<file path="src/rtl/fm_pkg.sv">
// ---------------------------------------------------------------------------
// fm_pkg
// Shared definitions for the multi-channel equal-precision frequency meter:
//   - fm_state_t    : per-channel measurement FSM states
//   - DEF_*         : default parameter values for the meter
//   - CNT_ALL_ONES  : all-ones counter value (sliced to CNT_W by users,
//                     so counters up to MAX_CNT_W bits are supported)
// ---------------------------------------------------------------------------
package fm_pkg;

    typedef enum logic [1:0] {
        IDLE  = 2'd0,
        ARM   = 2'd1,
        COUNT = 2'd2,
        STOP  = 2'd3
    } fm_state_t;

    localparam int DEF_CH_NUM      = 4;
    localparam int DEF_CNT_W       = 32;
    localparam int DEF_SYNC_STAGES = 2;

    localparam int                    MAX_CNT_W    = 64;
    localparam logic [MAX_CNT_W-1:0]  CNT_ALL_ONES = '1;

endpackage

</file>
<file path="src/rtl/fm_channel.sv">
// ---------------------------------------------------------------------------
// fm_channel
// One measurement channel: input synchroniser, rising-edge detector,
// measurement FSM, reference/signal counters and result registers.
//
// Optional feature macro: FM_OVF_SAT_EN
//   defined   : counters saturate; a saturated reference counter in COUNT or
//               STOP publishes all-ones counts with overflow=1 (lost-signal
//               timeout)
//   undefined : counters wrap, no timeout, overflow stays 0
//
// Ports:
//   sysClk, sysRst  clock / asynchronous active-high reset
//   tick_p          one-cycle gate-boundary pulse (already synchronised)
//   sig_in          raw asynchronous measured signal
//   enable          channel enable (sysClk domain)
//   ref_count       sysClk cycles spanning the last measurement
//   sig_count       whole signal periods of the last measurement
//   result_valid    one-cycle pulse when a result is published
//   overflow        overflow qualifier of the last result
// ---------------------------------------------------------------------------
module fm_channel
    import fm_pkg::*;
#(
    parameter int CNT_W       = DEF_CNT_W,
    parameter int SYNC_STAGES = DEF_SYNC_STAGES
) (
    input  logic             sysClk,
    input  logic             sysRst,
    input  logic             tick_p,
    input  logic             sig_in,
    input  logic             enable,
    output logic [CNT_W-1:0] ref_count,
    output logic [CNT_W-1:0] sig_count,
    output logic             result_valid,
    output logic             overflow
);

    localparam logic [CNT_W-1:0] ALL_ONES = CNT_ALL_ONES[CNT_W-1:0];
    localparam logic [CNT_W-1:0] ONE      = CNT_W'(1);

    // Counter increment: saturating when the overflow feature is built in,
    // plain modulo-2^CNT_W otherwise.
    function automatic logic [CNT_W-1:0] cnt_inc(input logic [CNT_W-1:0] v);
`ifdef FM_OVF_SAT_EN
        return (v == ALL_ONES) ? v : v + ONE;
`else
        return v + ONE;
`endif
    endfunction

    logic [SYNC_STAGES-1:0] sync_p0;
    logic                   sig_prev_p1;
    logic                   edge_p;

    fm_state_t              state;
    logic [CNT_W-1:0]       ref_buf;
    logic [CNT_W-1:0]       sig_buf;
    logic                   ovf_q;
    logic                   timeout;

    // ---- stage p0: synchroniser; stage p1: registered rising-edge pulse ----
    always_ff @(posedge sysClk or posedge sysRst) begin
        if (sysRst) begin
            sync_p0     <= '0;
            sig_prev_p1 <= 1'b0;
            edge_p      <= 1'b0;
        end else begin
            sync_p0     <= {sync_p0[SYNC_STAGES-2:0], sig_in};
            sig_prev_p1 <= sync_p0[SYNC_STAGES-1];
            edge_p      <= sync_p0[SYNC_STAGES-1] & ~sig_prev_p1;
        end
    end

`ifdef FM_OVF_SAT_EN
    assign timeout = (ref_buf == ALL_ONES);
`else
    assign timeout = 1'b0;
`endif

    // ---- measurement FSM, counters and result registers ----
    always_ff @(posedge sysClk or posedge sysRst) begin
        if (sysRst) begin
            state        <= IDLE;
            ref_buf      <= '0;
            sig_buf      <= '0;
            ref_count    <= '0;
            sig_count    <= '0;
            result_valid <= 1'b0;
            ovf_q        <= 1'b0;
        end else begin
            result_valid <= 1'b0;
            // Losing the enable abandons any measurement without a publish.
            if (state != IDLE && !enable) begin
                state <= IDLE;
            end else begin
                case (state)
                    IDLE: begin
                        if (tick_p && enable)
                            state <= ARM;
                    end
                    ARM: begin
                        // Start edge: the reference count excludes this cycle.
                        if (edge_p) begin
                            state   <= COUNT;
                            ref_buf <= '0;
                            sig_buf <= '0;
                        end
                    end
                    COUNT: begin
                        if (timeout) begin
                            ref_count    <= ALL_ONES;
                            sig_count    <= ALL_ONES;
                            ovf_q        <= 1'b1;
                            result_valid <= 1'b1;
                            state        <= IDLE;
                        end else begin
                            ref_buf <= cnt_inc(ref_buf);
                            // An edge coincident with the closing tick is
                            // still a whole period inside the gate.
                            if (edge_p)
                                sig_buf <= cnt_inc(sig_buf);
                            if (tick_p)
                                state <= STOP;
                        end
                    end
                    STOP: begin
                        if (timeout) begin
                            ref_count    <= ALL_ONES;
                            sig_count    <= ALL_ONES;
                            ovf_q        <= 1'b1;
                            result_valid <= 1'b1;
                            state        <= IDLE;
                        end else if (edge_p) begin
                            // The stop edge closes the last period and its
                            // cycle is included in the reference count.
                            ref_count    <= cnt_inc(ref_buf);
                            sig_count    <= cnt_inc(sig_buf);
                            ovf_q        <= 1'b0;
                            result_valid <= 1'b1;
                            state        <= IDLE;
                        end else begin
                            ref_buf <= cnt_inc(ref_buf);
                        end
                    end
                    default: state <= IDLE;
                endcase
            end
        end
    end

    assign overflow = ovf_q;

endmodule

</file>
<file path="src/rtl/multi_channel_freq_meter.sv">
// ---------------------------------------------------------------------------
// multi_channel_freq_meter
// Multi-channel equal-precision frequency meter. A shared real-time gate tick
// opens and closes each channel's gate, aligned to that channel's own signal
// edges, so every result spans a whole number of signal periods.
// Frequency = sigCount * f_sysClk / refCount (computed downstream).
//
// Optional feature macro: FM_OVF_SAT_EN (saturating counters, lost-signal
// timeout and overflow flag; see fm_channel).
//
// Ports:
//   sysClk       system/reference clock
//   sysRst       asynchronous active-high reset
//   gateTick     asynchronous gate tick, rising edge = gate boundary
//   sigIn        CH_NUM asynchronous measured signals
//   chEnable     CH_NUM per-channel enables (sysClk domain)
//   refCount     CH_NUM*CNT_W packed reference counts, ch n at [n*CNT_W +: CNT_W]
//   sigCount     CH_NUM*CNT_W packed signal-period counts, same packing
//   resultValid  CH_NUM one-cycle publish pulses
//   overflow     CH_NUM overflow qualifiers of the last results
// ---------------------------------------------------------------------------
module multi_channel_freq_meter
    import fm_pkg::*;
#(
    parameter int CH_NUM      = DEF_CH_NUM,
    parameter int CNT_W       = DEF_CNT_W,
    parameter int SYNC_STAGES = DEF_SYNC_STAGES
) (
    input  logic                    sysClk,
    input  logic                    sysRst,
    input  logic                    gateTick,
    input  logic [CH_NUM-1:0]       sigIn,
    input  logic [CH_NUM-1:0]       chEnable,
    output logic [CH_NUM*CNT_W-1:0] refCount,
    output logic [CH_NUM*CNT_W-1:0] sigCount,
    output logic [CH_NUM-1:0]       resultValid,
    output logic [CH_NUM-1:0]       overflow
);

    logic [SYNC_STAGES-1:0] tick_sync_p0;
    logic                   tick_prev_p1;
    logic                   tick_p;

    // ---- stage p0: gate tick synchroniser; stage p1: registered edge pulse ----
    always_ff @(posedge sysClk or posedge sysRst) begin
        if (sysRst) begin
            tick_sync_p0 <= '0;
            tick_prev_p1 <= 1'b0;
            tick_p       <= 1'b0;
        end else begin
            tick_sync_p0 <= {tick_sync_p0[SYNC_STAGES-2:0], gateTick};
            tick_prev_p1 <= tick_sync_p0[SYNC_STAGES-1];
            tick_p       <= tick_sync_p0[SYNC_STAGES-1] & ~tick_prev_p1;
        end
    end

    for (genvar n = 0; n < CH_NUM; n++) begin : g_ch
        fm_channel #(
            .CNT_W       (CNT_W),
            .SYNC_STAGES (SYNC_STAGES)
        ) u_ch (
            .sysClk       (sysClk),
            .sysRst       (sysRst),
            .tick_p       (tick_p),
            .sig_in       (sigIn[n]),
            .enable       (chEnable[n]),
            .ref_count    (refCount[n*CNT_W +: CNT_W]),
            .sig_count    (sigCount[n*CNT_W +: CNT_W]),
            .result_valid (resultValid[n]),
            .overflow     (overflow[n])
        );
    end

endmodule
</file>
<file path="config.mk">
export PLATFORM = sky130hd
export DESIGN_NAME = multi_channel_freq_meter
export DESIGN_NICKNAME = d
export VERILOG_FILES = /design/src/rtl/fm_pkg.sv /design/src/rtl/fm_channel.sv /design/src/rtl/multi_channel_freq_meter.sv
export SDC_FILE = /design/constraint.sdc
export NUM_CORES = 1
export LEC_CHECK = 0
export CORE_MARGIN = 1.5
export CORE_UTILIZATION = 55
export CTS_CLUSTER_SIZE = 24
export DETAILED_ROUTE_END_ITERATION = 7
export PLACE_DENSITY = 0.78
export SETUP_SLACK_MARGIN = 0.15
export SYNTH_ARGS = -nofsm -noshare
export SYNTH_HDL_FRONTEND = slang
export SYNTH_SLANG_ARGS = --single-unit
</file>
<file path="constraint.sdc">
create_clock -name sysClk -period 30 [get_ports sysClk]
set_clock_uncertainty 0.2 [all_clocks]
set_input_delay 6 -clock sysClk [delete_from_list [all_inputs] [get_ports sysClk]]
set_output_delay 6 -clock sysClk [all_outputs]
set_load 0.05 [all_outputs]
</file>
[Yosys cells after proc, flatten, opt, wreduce, memory -nomap -nowiden]
Index checks and enable logic that the tools add are counted.
Storage, ports and cells
  input bits: 11
  flip-flop bits (word level): 544
  logic and storage cells: 198
  output and inout bits: 264
Operators by class
  multiplexer cells: 53
  reduce and logical (&&, ||, !) cells: 44
  add/subtract/negate cells: 8
  equality and inequality tests: 40
  bitwise gates (word level): 14
Operators with widths (number)
  $mux W32: 12
  $pmux W32 S3: 4
  $add A32 B1 Y32 const B: 8
  $pmux W32 S2: 4
  $reduce_and A4 Y1: 12
  $ne A3 B1 Y1 const B: 12
  $mux W2: 17
  $pmux W2 S4: 4
  $eq A2 B2 Y1 const B: 8
  $ne A2 B1 Y1 const B: 8
  $reduce_bool A2 Y1: 8
  $mux W1: 12
  $ne A3 B2 Y1 const B: 4
  $reduce_and A3 Y1: 4
  $reduce_bool A3 Y1: 4
  $not A1 Y1: 9
  $eq A2 B1 Y1 const B: 4
  $logic_and A1 B1 Y1: 8
  $logic_not A2 Y1: 4
  $ne A2 B2 Y1 const B: 4
  $and A1 B1 Y1: 5
  $logic_not A1 Y1: 4

[Depth between registers and ports, before layout]
Gate-level depths: netlist of run 1.
  depth in word-level cells: 4
  depth in mapped cells: 9
  gate-level depth less buffers: 7

[Cells and area by module]
From an unflattened synthesis of run 1, not the netlist that was laid out.
Unflattened totals
  cell total of the unflattened synthesis: 2884
  area total of the unflattened synthesis: 26634.3 µm²
By module, submodules not included
  fm_channel at g_ch[0].u_ch ...: cells an instance 719, times used 2, area an instance 6538.8 µm², seq. area each 3378.2 µm²
  fm_channel at g_ch[1].u_ch: cells an instance 716, times used 1, area an instance 6729.0 µm², seq. area each 3378.2 µm²
  fm_channel at g_ch[3].u_ch: cells an instance 724, times used 1, area an instance 6710.2 µm², seq. area each 3378.2 µm²
  multi_channel_freq_meter: cells an instance 6, times used 1, area an instance 117.6 µm², seq. area each 100.1 µm²

[Least setup slack after synthesis of run 1]
Ideal clock, no wire load.
  path type: input to register
  from: input port chEnable[3]
  to: register g_ch[3].u_ch.sig_buf[26]
  required time: 29718 ps
  slack: 22311 ps
  cell stages on the path: 7
  path buffers: 3
  setup time: 82 ps
  data arrival time: 7407 ps
  path through: or2_2 clkbuf_1 and3_1 clkbuf_1 clkbuf_1 o21ai_0 a31oi_1
Between the ends
  longest elaborated chain between the ends: 4
Ends and longest elaborated chain
  start, declared: RTL line multi_channel_freq_meter.sv:33  | input logic [CH_NUM-1:0] chEnable,
  $logic_not A1 Y1: RTL line fm_channel.sv:94  | if (state != IDLE && !enable) begin
  $logic_and A1 B1 Y1: RTL line fm_channel.sv:94
  $not A1 Y1 (no line)
  $reduce_and A4 Y1 (no line)
  end signal, assigned: RTL line fm_channel.sv:122  | sig_buf <= cnt_inc(sig_buf);
  end, declared: RTL line fm_channel.sv:58  | logic [CNT_W-1:0] sig_buf;
Every way passes these cells.
A chain may end at the register's enable or synchronous reset.

==> flow_metrics.env, run 1 <==
export IMPL_hold_viol_final=0
export IMPL_first_global_vias=21614
export IMPL_port_buffers=270
export IMPL_gp_routability_congestion=0.871
export IMPL_cts_sinks=544
export IMPL_hp_start="g_ch[3].u_ch.sync_p0[0]"
export IMPL_clk_pin_slew_ns=0.06
export IMPL_arrival_ns=9.03
export IMPL_synth_async_reset_ratio_pct=100
export IMPL_ys_flop_type="dfrtp_1"
export IMPL_ys_ff_latch=544
export IMPL_reg2reg_slack_ns=26.56
export IMPL_grt_overflow=0
export IMPL_worstSetupPathType="in -> async"
export IMPL_numCtsBuffers=57
export IMPL_remaining_drc_errors=0
export IMPL_min_path_cells=0
export IMPL_insertion_delay_ns=0.61
export IMPL_ys_seq_area_share_pct=50.3
export IMPL_nNetsFinal=3159
export IMPL_netlist_instances=2969
export IMPL_drtIter0Drc=2118
export IMPL_clock_fmax_ghz=0.116
export IMPL_relSlewSlack_pct=17.9
export IMPL_min_path_type="reg -> reg"
export IMPL_dr_pass1_iters=6
export IMPL_ys_types=63
export IMPL_final_cell_mix="dfrtp_1 (544), nand2_1 (499), o21ai_0 (476), clkdlybuf4s50_1 (270), xnor2_1 (144)"
export IMPL_core_area_um2=48700
export IMPL_htreeDepth=2
export IMPL_setup_violations=0
export IMPL_grt_max_degree=180
export IMPL_hpwlAfterDp_um=43700
export IMPL_fp_dieW_um=225
export IMPL_required_ns=30.38
export IMPL_initial_core_util_pct=55.5
export IMPL_min_period_ns=8.66
export IMPL_maxSlewViolCount=0
export IMPL_cts_setup_buffers=0
export IMPL_rr_worst_depth=5
export IMPL_syn_area_per_cell_um2=9.11
export IMPL_setup_slack_ns=21.34
export IMPL_cap_viol_max_count=0
export IMPL_vias=22713
export IMPL_cts_tree="built"
export IMPL_final_common_cell="dfrtp_1"
export IMPL_cts_resized=0
export IMPL_post_route_period_util_pct=28.9
export IMPL_finalSetupTns_ns=0
export IMPL_grt_total_usage_pct=25.8
export IMPL_die_h_um=225
export IMPL_root_buffer="clkbuf_16"
export IMPL_rsz0062_at_grt="false"
export IMPL_drive_gt1_share_pct=4.77
export IMPL_fillCellCount=3831
export IMPL_status="finished, final reports clean"
export IMPL_syn_cell_area_um2=27000
export IMPL_ir_worst_vdd_v=0.0000599
export IMPL_fp_row_count=81
export IMPL_power_density_nw_per_um2=64.8
export IMPL_drt_wirelength_per_cell_um=17.2
export IMPL_min_to="g_ch[3].u_ch.sync_p0[1]"
export IMPL_p_leak_nw=12.8
export IMPL_cts_buffer_depth=3
export IMPL_ant_nets=0
export IMPL_synth_edff_count=0
export IMPL_final_cell_area_um2=32000
export IMPL_worstSetupEndpointType="asynchronous set/reset pin"
export IMPL_drt_wl_total_um=65900
export IMPL_worst_slew_pin_slew_ns=1.23
export IMPL_cp_start_kind="input pin"
export IMPL_cts_hold_buf=0
export IMPL_place_area_um2=30000
export IMPL_area_delta_synth_final_pct=18.3
export IMPL_dp_slack_ns=20.51
export IMPL_die_area_um2=50500
export IMPL_cp_max_fo=137
export IMPL_grt_antenna_before_repair=3
export IMPL_grt_pass1_wl_um=108000
export IMPL_io_pins=275
export IMPL_synth_warnings=0
export IMPL_r2r_end="g_ch[1].u_ch.sig_buf[22]"
export IMPL_rr_startpoint="g_ch[1].u_ch.state[0]"
export IMPL_vias_per_cell=5.93
==> metrics by stage <==
stage | hold slack, ns | total power, mW | cells | util, %
after floorplan | 0.131 | 1.18 | 2972 | -
after global placement | 0.135 | 1.31 | 3725 | 61.5
after detailed placement | 0.136 | 1.33 | 3725 | 61.5
after CTS | 0.150 | 2.09 | 3827 | 65.6
after global routing | 0.159 | 2.17 | 3827 | 65.7
final | 0.147 | 2.07 | 3828 | 65.7
==> per-layer routing <==
metal | track usage (%) | vias to the layer above | share of wire, %
met1 | 35.2 | 11069 | 43
met3 | 4.26 | 150 | 6.4
li1 | - | 10762 | -
met4 | 10.2 | 4 | 3.5
met5 | 0 | - | 0.036
met2 | 41.4 | 728 | 47
==> area by class of cell <==
type,instances,area (µm²),area share (%)
Sequential cell,544,13600,42.5
Clock buffer,80,1660,5.20
Multi-Input combinational cell,2165,12400,38.9
Inverter,61,236,0.739
Tap cell,664,831,2.60
Timing Repair Buffer,291,2870,8.98
Antenna cell,1,2.50,0.00782
Clock inverter,22,339,1.06
==> cells in the mapped netlist, types with 11 or more instances <==
cell type	count	area (µm²)
a21oi_1	70	350
a21o_1	11	82.6
xnor2_1	144	1260
buf_2	20	100
dfrtp_1	544	13600
mux2i_1	12	120
inv_1	61	229
nor2b_1	11	68.8
nand2b_1	12	75.1
o21ai_1	13	65.1
o31ai_1	72	541
or3_1	34	213
nor3_1	59	295
xor2_1	94	823
nor4_1	41	257
or2_2	12	75.1
clkbuf_1	161	604
and2_1	14	87.6
and3_1	44	275
nand2_1	499	1870
nand4_1	74	463
a22o_1	26	228
nor2_1	92	345
o21ai_0	476	2380
nand3_1	138	691
and4_1	27	236
ha_1	28	350
a31oi_1	83	519
==> how the worst max path moves through the flow <==
stage	start	endpoint	slack (ns)	depth (start not counted)
4_1_cts	sysRst	g_ch[0].u_ch.ref_count[12]	21.17	4
3_5_place_dp	sysRst	g_ch[0].u_ch.ref_count[27]	20.51	4
5_1_grt	sysRst	g_ch[0].u_ch.ref_buf[10]	20.80	4
3_3_place_gp	sysRst	g_ch[0].u_ch.ref_count[27]	20.56	4
2_1_floorplan	sysRst	g_ch[0].u_ch.edge_p	8.59	1
6_report	sysRst	g_ch[0].u_ch.ref_buf[17]	21.34	4
==> cells by family after synthesis <==
logic type / after synthesis / synth area share, %
xor gates and xnor gates: 238 / 7.71
muxes: 13 / 0.486
adders and majority gates: 28 / 1.30
DFF: 544 / 50.3
other: 1 / 0.0139
and+or+nand+nor: 1092 / 19.6
AOI/OAI and AO/OA: 790 / 16.7
buffers and inverters: 263 / 3.89
==> flip-flops by register name, indices dropped and copies added, names as in the netlist, 2 cells and up <==
signal                  cells
g_ch.u_ch.sig_buf         128
g_ch.u_ch.sync_p0           8
g_ch.u_ch.sig_prev_p1       4
g_ch.u_ch.ref_count       128
g_ch.u_ch.ref_buf         128
g_ch.u_ch.result_valid      4
g_ch.u_ch.state             8
g_ch.u_ch.edge_p            4
tick_sync_p0                2
g_ch.u_ch.sig_count       128
==> worst max-delay path: stages <==
cell,delay (ns)
clkdlybuf4s50_1,0.49
inv_8,0.67
buf_4,0.81
buf_4,0.95
==> report_power, final <==
group / switching, mW / leakage [nW] / internal, mW
combinational: 0.348 / 4.36 / 0.146
clock: 0.297 / 0.963 / 0.454
sequential: 0.0445 / 7.51 / 0.785
total: 0.690 / 12.8 / 1.38
Note: power is estimated with default switching activity, not from simulation.
==> run 2, diff against run 1 <==
CORE_UTILIZATION = 52   (was 55)
PLACE_DENSITY = 0.77   (was 0.78)
clock period = 7.1 ns   (was 30 ns; I/O delays follow)
==> flow_metrics.env, run 2 (synthesized netlist as in run 1, its figures left out) <==
export IMPL_cp_depth=1
export IMPL_critPathMaxStageDelay_ns=0.85
export IMPL_highest_layer="met4"
export IMPL_die_area_um2=53400
export IMPL_cts_buffer_depth=3
export IMPL_netSwitchingPower_mw=2.91
export IMPL_rr_startpoint="g_ch[1].u_ch.state[0]"
export IMPL_status="finished, final reports clean"
export IMPL_finish_utilization_pct=62.2
export IMPL_drt_wl_total_um=66700
export IMPL_fp_dieW_um=231
export IMPL_worst_path_buf_inv=1
export IMPL_insertion_delay_ns=0.61
export IMPL_nNetsFinal=3162
export IMPL_ant_nets=0
export IMPL_netSwitchingFraction_pct=33.6
export IMPL_rsz0062_at_grt="false"
export IMPL_dr_pass1_iters=8
export IMPL_vias=22832
export IMPL_cts_tree="built"
export IMPL_cp_endpoint="refCount[51]"
export IMPL_numCtsBuffers=57
export IMPL_setup_violations=0
export IMPL_final_common_cell="dfrtp_1"
export IMPL_worstSetupPathType="reg -> out"
export IMPL_worstSetupEndpointType="output pin"
export IMPL_drtIter0Drc=2027
export IMPL_clk_pin_slew_ns=0.06
export IMPL_rr_worst_depth=5
export IMPL_cts_sinks=544
export IMPL_grt_max_degree=177
export IMPL_seq_power_share_pct=40.5
export IMPL_io_pins=275
export IMPL_min_path_type="reg -> reg"
export IMPL_die_h_um=231
export IMPL_remaining_drc_errors=0
export IMPL_clkPwrFrac_pct=35.3
export IMPL_vias_per_cell=5.94
export IMPL_arrival_ns=1.89
export IMPL_port_buffers=270
export IMPL_clock_fmax_ghz=0.285
export IMPL_required_ns=5.48
export IMPL_p_comb_share_pct=24.2
export IMPL_cp_max_fo=2
export IMPL_place_area_um2=30000
export IMPL_first_global_vias=21576
export IMPL_wl_met3_um=4190
export IMPL_relSlewSlack_pct=12.3
export IMPL_post_route_period_util_pct=49.4
export IMPL_core_area_um2=51400
export IMPL_hold_ws_ns=0.149
export IMPL_fp_row_count=83
export IMPL_antenna_cells_inserted=0
export IMPL_r2r_end="g_ch[1].u_ch.sig_buf[22]"
export IMPL_m1WireLength_um=28400
export IMPL_startpoint="g_ch[1].u_ch.ref_count[19]"
export IMPL_maxSlewViolCount=0
export IMPL_hold_viol_final=0
export IMPL_final_cell_mix="dfrtp_1 (544), nand2_1 (499), o21ai_0 (476), clkdlybuf4s50_1 (270), xnor2_1 (144)"
export IMPL_worst_slew_pin_slew_ns=1.31
export IMPL_power_density_nw_per_um2=271
export IMPL_htreeDepth=2
export IMPL_initial_core_util_pct=52.6
export IMPL_dr_wl_met2_um=32800
export IMPL_grt_overflow=0
export IMPL_path_cells="clkdlybuf4s50_1"
export IMPL_hp_start="g_ch[3].u_ch.sync_p0[0]"
export IMPL_cp_slowest_cell="clkdlybuf4s50_1"
export IMPL_final_cell_area_um2=32000
export IMPL_cap_viol_max_count=0
export IMPL_internal_power_mw=5.75
export IMPL_grt_total_usage_pct=24.6
export IMPL_cts_setup_buffers=0
export IMPL_min_period_ns=3.51
export IMPL_drive_gt1_share_pct=4.68
export IMPL_grt_pass1_wl_um=109000
export IMPL_root_buffer="clkbuf_16"
export IMPL_area_delta_synth_final_pct=18.2
export IMPL_cts_resized=0
export IMPL_ir_worst_vdd_v=0.000228
export IMPL_grt_antenna_before_repair=0
export IMPL_path_delay_family="buffers and inverters"
export IMPL_drt_wirelength_per_cell_um=17.4
export IMPL_p_leak_nw=12.8
export IMPL_hpwlAfterDp_um=44500
export IMPL_cp_start_kind="register"
export IMPL_reg2reg_slack_ns=3.63
export IMPL_gp_routability_congestion=0.844
export IMPL_cts_hold_buf=0
[run 2: layer usage]
metal / global-route usage (%) / vias to the layer above
met2: 41.0 / 753
met3: 4.31 / 101
met4: 6.52 / 0
met1: 33.3 / 11217
met5: 0 / -
li1: - / 10761
[run 2: metrics by stage]
stage | setup TNS [ns] | setup WS (ns) | cells | total power, mW
floorplan | -1044.44 | -1.92 | 2972 | 5.00
global placement | 0 | 3.13 | 3744 | 5.56
detailed placement | 0 | 3.05 | 3744 | 5.64
CTS | 0 | 3.55 | 3845 | 8.72
global route | 0 | 3.43 | 3845 | 9.07
finish | 0 | 3.59 | 3845 | 8.66
[run 2: how the worst min path moves through the flow]
| stage | end | cells past startpoint |
|---|---|---|
| after global routing | g_ch[1].u_ch.sync_p0[1] | 0 |
| after global placement | g_ch[1].u_ch.sync_p0[1] | 0 |
| after floorplan | g_ch[0].u_ch.sync_p0[1] | 0 |
| after CTS | g_ch[1].u_ch.sync_p0[1] | 0 |
| after detailed placement | g_ch[1].u_ch.sync_p0[1] | 0 |
| final | g_ch[3].u_ch.sync_p0[1] | 0 |
[run 2: power by group through the flow]
| stage | Combinational, mW | Sequential [mW] | Clock, mW |
|---|---|---|---|
| after floorplan | 1.07 | 3.93 | 0 |
| after global placement | 2.02 | 3.55 | 0 |
| after detailed placement | 2.09 | 3.56 | 0 |
| after CTS | 2.10 | 3.51 | 3.12 |
| after global routing | 2.29 | 3.54 | 3.25 |
| final | 2.10 | 3.51 | 3.05 |
[run 2: final cells by class]
type | instances | area, µm²
Inverter | 61 | 233
Clock buffer | 84 | 1680
Fill cell | 4185 | 19400
Timing Repair Buffer | 294 | 2910
Multi-Input combinational cell | 2165 | 12400
Tap cell | 680 | 851
Clock inverter | 17 | 233
Sequential cell | 544 | 13600
==> run 3, diff against run 2 <==
CORE_UTILIZATION = 55   (was 52)
PLACE_DENSITY = 0.78   (was 0.77)
clock period = 3.6 ns   (was 7.1 ns; I/O delays follow)
==> flow_metrics.env, run 3 (synthesized netlist as in run 1, its figures left out) <==
export IMPL_dr_pass1_iters=6
export IMPL_p_total_mw=17.4
export IMPL_min_path_cells=0
export IMPL_critPathMaxStageDelay_ns=0.85
export IMPL_port_buffers=270
export IMPL_p_leak_nw=13.1
export IMPL_grt_total_usage_pct=26.0
export IMPL_first_global_vias=21464
export IMPL_drt_wl_total_um=66500
export IMPL_gp_routability_congestion=0.856
export IMPL_final_common_cell="dfrtp_1"
export IMPL_cp_endpoint="refCount[36]"
export IMPL_status="finished, final reports clean"
export IMPL_cp_slowest_cell="clkdlybuf4s50_1"
export IMPL_grt_max_degree=97
export IMPL_vias=22771
export IMPL_rr_startpoint="g_ch[0].u_ch.sig_buf[0]"
export IMPL_hold_ws_ns=0.153
export IMPL_ir_worst_vdd_v=0.000439
export IMPL_clock_fmax_ghz=0.353
export IMPL_grt_pass1_wl_um=109000
export IMPL_worstSetupPathType="reg -> out"
export IMPL_drt_wirelength_per_cell_um=17.2
export IMPL_area_delta_synth_final_pct=19.8
export IMPL_cap_viol_max_count=0
export IMPL_maxSlewViolCount=0
export IMPL_worst_path_buf_inv=1
export IMPL_cts_buffer_depth=3
export IMPL_cts_tree="built"
export IMPL_setup_slack_ns=0.767
export IMPL_fp_row_count=81
export IMPL_hold_viol_final=0
export IMPL_root_buffer="clkbuf_16"
export IMPL_ant_nets=0
export IMPL_required_ns=2.68
export IMPL_final_cell_mix="dfrtp_1 (544), nand2_1 (499), o21ai_0 (476), clkdlybuf4s50_1 (270), xnor2_1 (144)"
export IMPL_drive_gt1_share_pct=6.09
export IMPL_grt_overflow=0
export IMPL_cts_setup_buffers=0
export IMPL_cp_start_kind="register"
export IMPL_reg2reg_slack_ns=0.79
export IMPL_power_density_nw_per_um2=539
export IMPL_numCtsBuffers=57
export IMPL_clk_pin_slew_ns=0.06
export IMPL_grt_antenna_before_repair=1
export IMPL_drtIter0Drc=1776
export IMPL_insertion_delay_ns=0.61
export IMPL_setup_violations=0
export IMPL_min_path_type="reg -> reg"
export IMPL_core_area_um2=48700
export IMPL_fp_dieW_um=225
export IMPL_htreeDepth=2
export IMPL_post_route_period_util_pct=78.7
export IMPL_fillCellCount=3806
export IMPL_arrival_ns=1.91
export IMPL_die_area_um2=50500
export IMPL_worstSetupEndpointType="output pin"
export IMPL_path_cells="clkdlybuf4s50_1"
export IMPL_multi_input_area_um2=12400
export IMPL_initial_core_util_pct=55.5
export IMPL_startpoint="g_ch[1].u_ch.ref_count[4]"
export IMPL_die_h_um=225
export IMPL_min_period_ns=2.83
export IMPL_relSlewSlack_pct=22.1
export IMPL_remaining_drc_errors=0
export IMPL_r2r_end="g_ch[0].u_ch.sig_buf[10]"
export IMPL_vias_per_cell=5.89
export IMPL_cts_hold_buf=0
export IMPL_cts_sinks=544
export IMPL_antenna_cells_inserted=0
export IMPL_cts_resized=0
export IMPL_hpwlAfterDp_um=45400
export IMPL_cp_max_fo=2
export IMPL_io_pins=275
export IMPL_rsz0062_at_grt="false"
export IMPL_rr_worst_depth=6
export IMPL_path_delay_family="buffers and inverters"
export IMPL_cp_depth=1
export IMPL_dp_slack_ns=0.546
export IMPL_worst_slew_pin_slew_ns=1.17
export IMPL_nNetsFinal=3194
export IMPL_regArea_um2=13600
[run 3: changes by cell type in the layout (fill, tap and decap cells not counted), sizes merged]
cell / before / now
clkinv: 8 / 18
buf: 24 / 56
clkinvlp: 4 / 6
clkbuf: 84 / 70
bufinv: 5 / 10
inv: 61 / 64
[run 3: worst min-delay path by stage]
stage	from	endpoint
finish	tick_sync_p0[0]	tick_sync_p0[1]
global route	g_ch[0].u_ch.sync_p0[0]	g_ch[0].u_ch.sync_p0[1]
CTS	tick_sync_p0[0]	tick_sync_p0[1]
detailed placement	g_ch[2].u_ch.sync_p0[0]	g_ch[2].u_ch.sync_p0[1]
global placement	tick_sync_p0[0]	tick_sync_p0[1]
floorplan	g_ch[0].u_ch.sync_p0[0]	g_ch[0].u_ch.sync_p0[1]
[run 3: report_power, final]
part | internal, mW | switching, mW | leakage, nW
clock | 3.81 | 2.52 | 1.00
sequential | 6.54 | 0.369 | 7.51
combinational | 1.28 | 2.93 | 4.56
total | 11.6 | 5.82 | 13.1
[run 3: cell type report]
type	instances	share of cell area (%)
Timing Repair Buffer	326	9.99
Clock inverter	37	1.44
Tap cell	664	2.57
Clock buffer	70	4.83
Multi-Input combinational cell	2165	38.4
Sequential cell	544	42.0
Inverter	61	0.719
[run 3: metrics by stage]
| step | instances | area [µm²] | setup TNS, ns | util [%] |
|---|---|---|---|---|
| 3_3_place_gp | 3760 | 30400 | 0 | 62.3 |
| 5_1_grt | 3867 | 32400 | 0 | 66.4 |
| 3_5_place_dp | 3760 | 30400 | 0 | 62.3 |
| 2_1_floorplan | 2972 | 27100 | -2567.64 | - |
| 4_1_cts | 3867 | 32400 | 0 | 66.4 |
| 6_report | 3867 | 32400 | 0 | 66.4 |
[run 3: metal layers]
metal	up-vias	part of all wire, %	GRT usage (%)
met5	-	0.030	0
met4	2	3.1	9.31
met3	140	6.0	4.64
met2	644	48	41.9
met1	11136	43	35.4
li1	10849	-	-
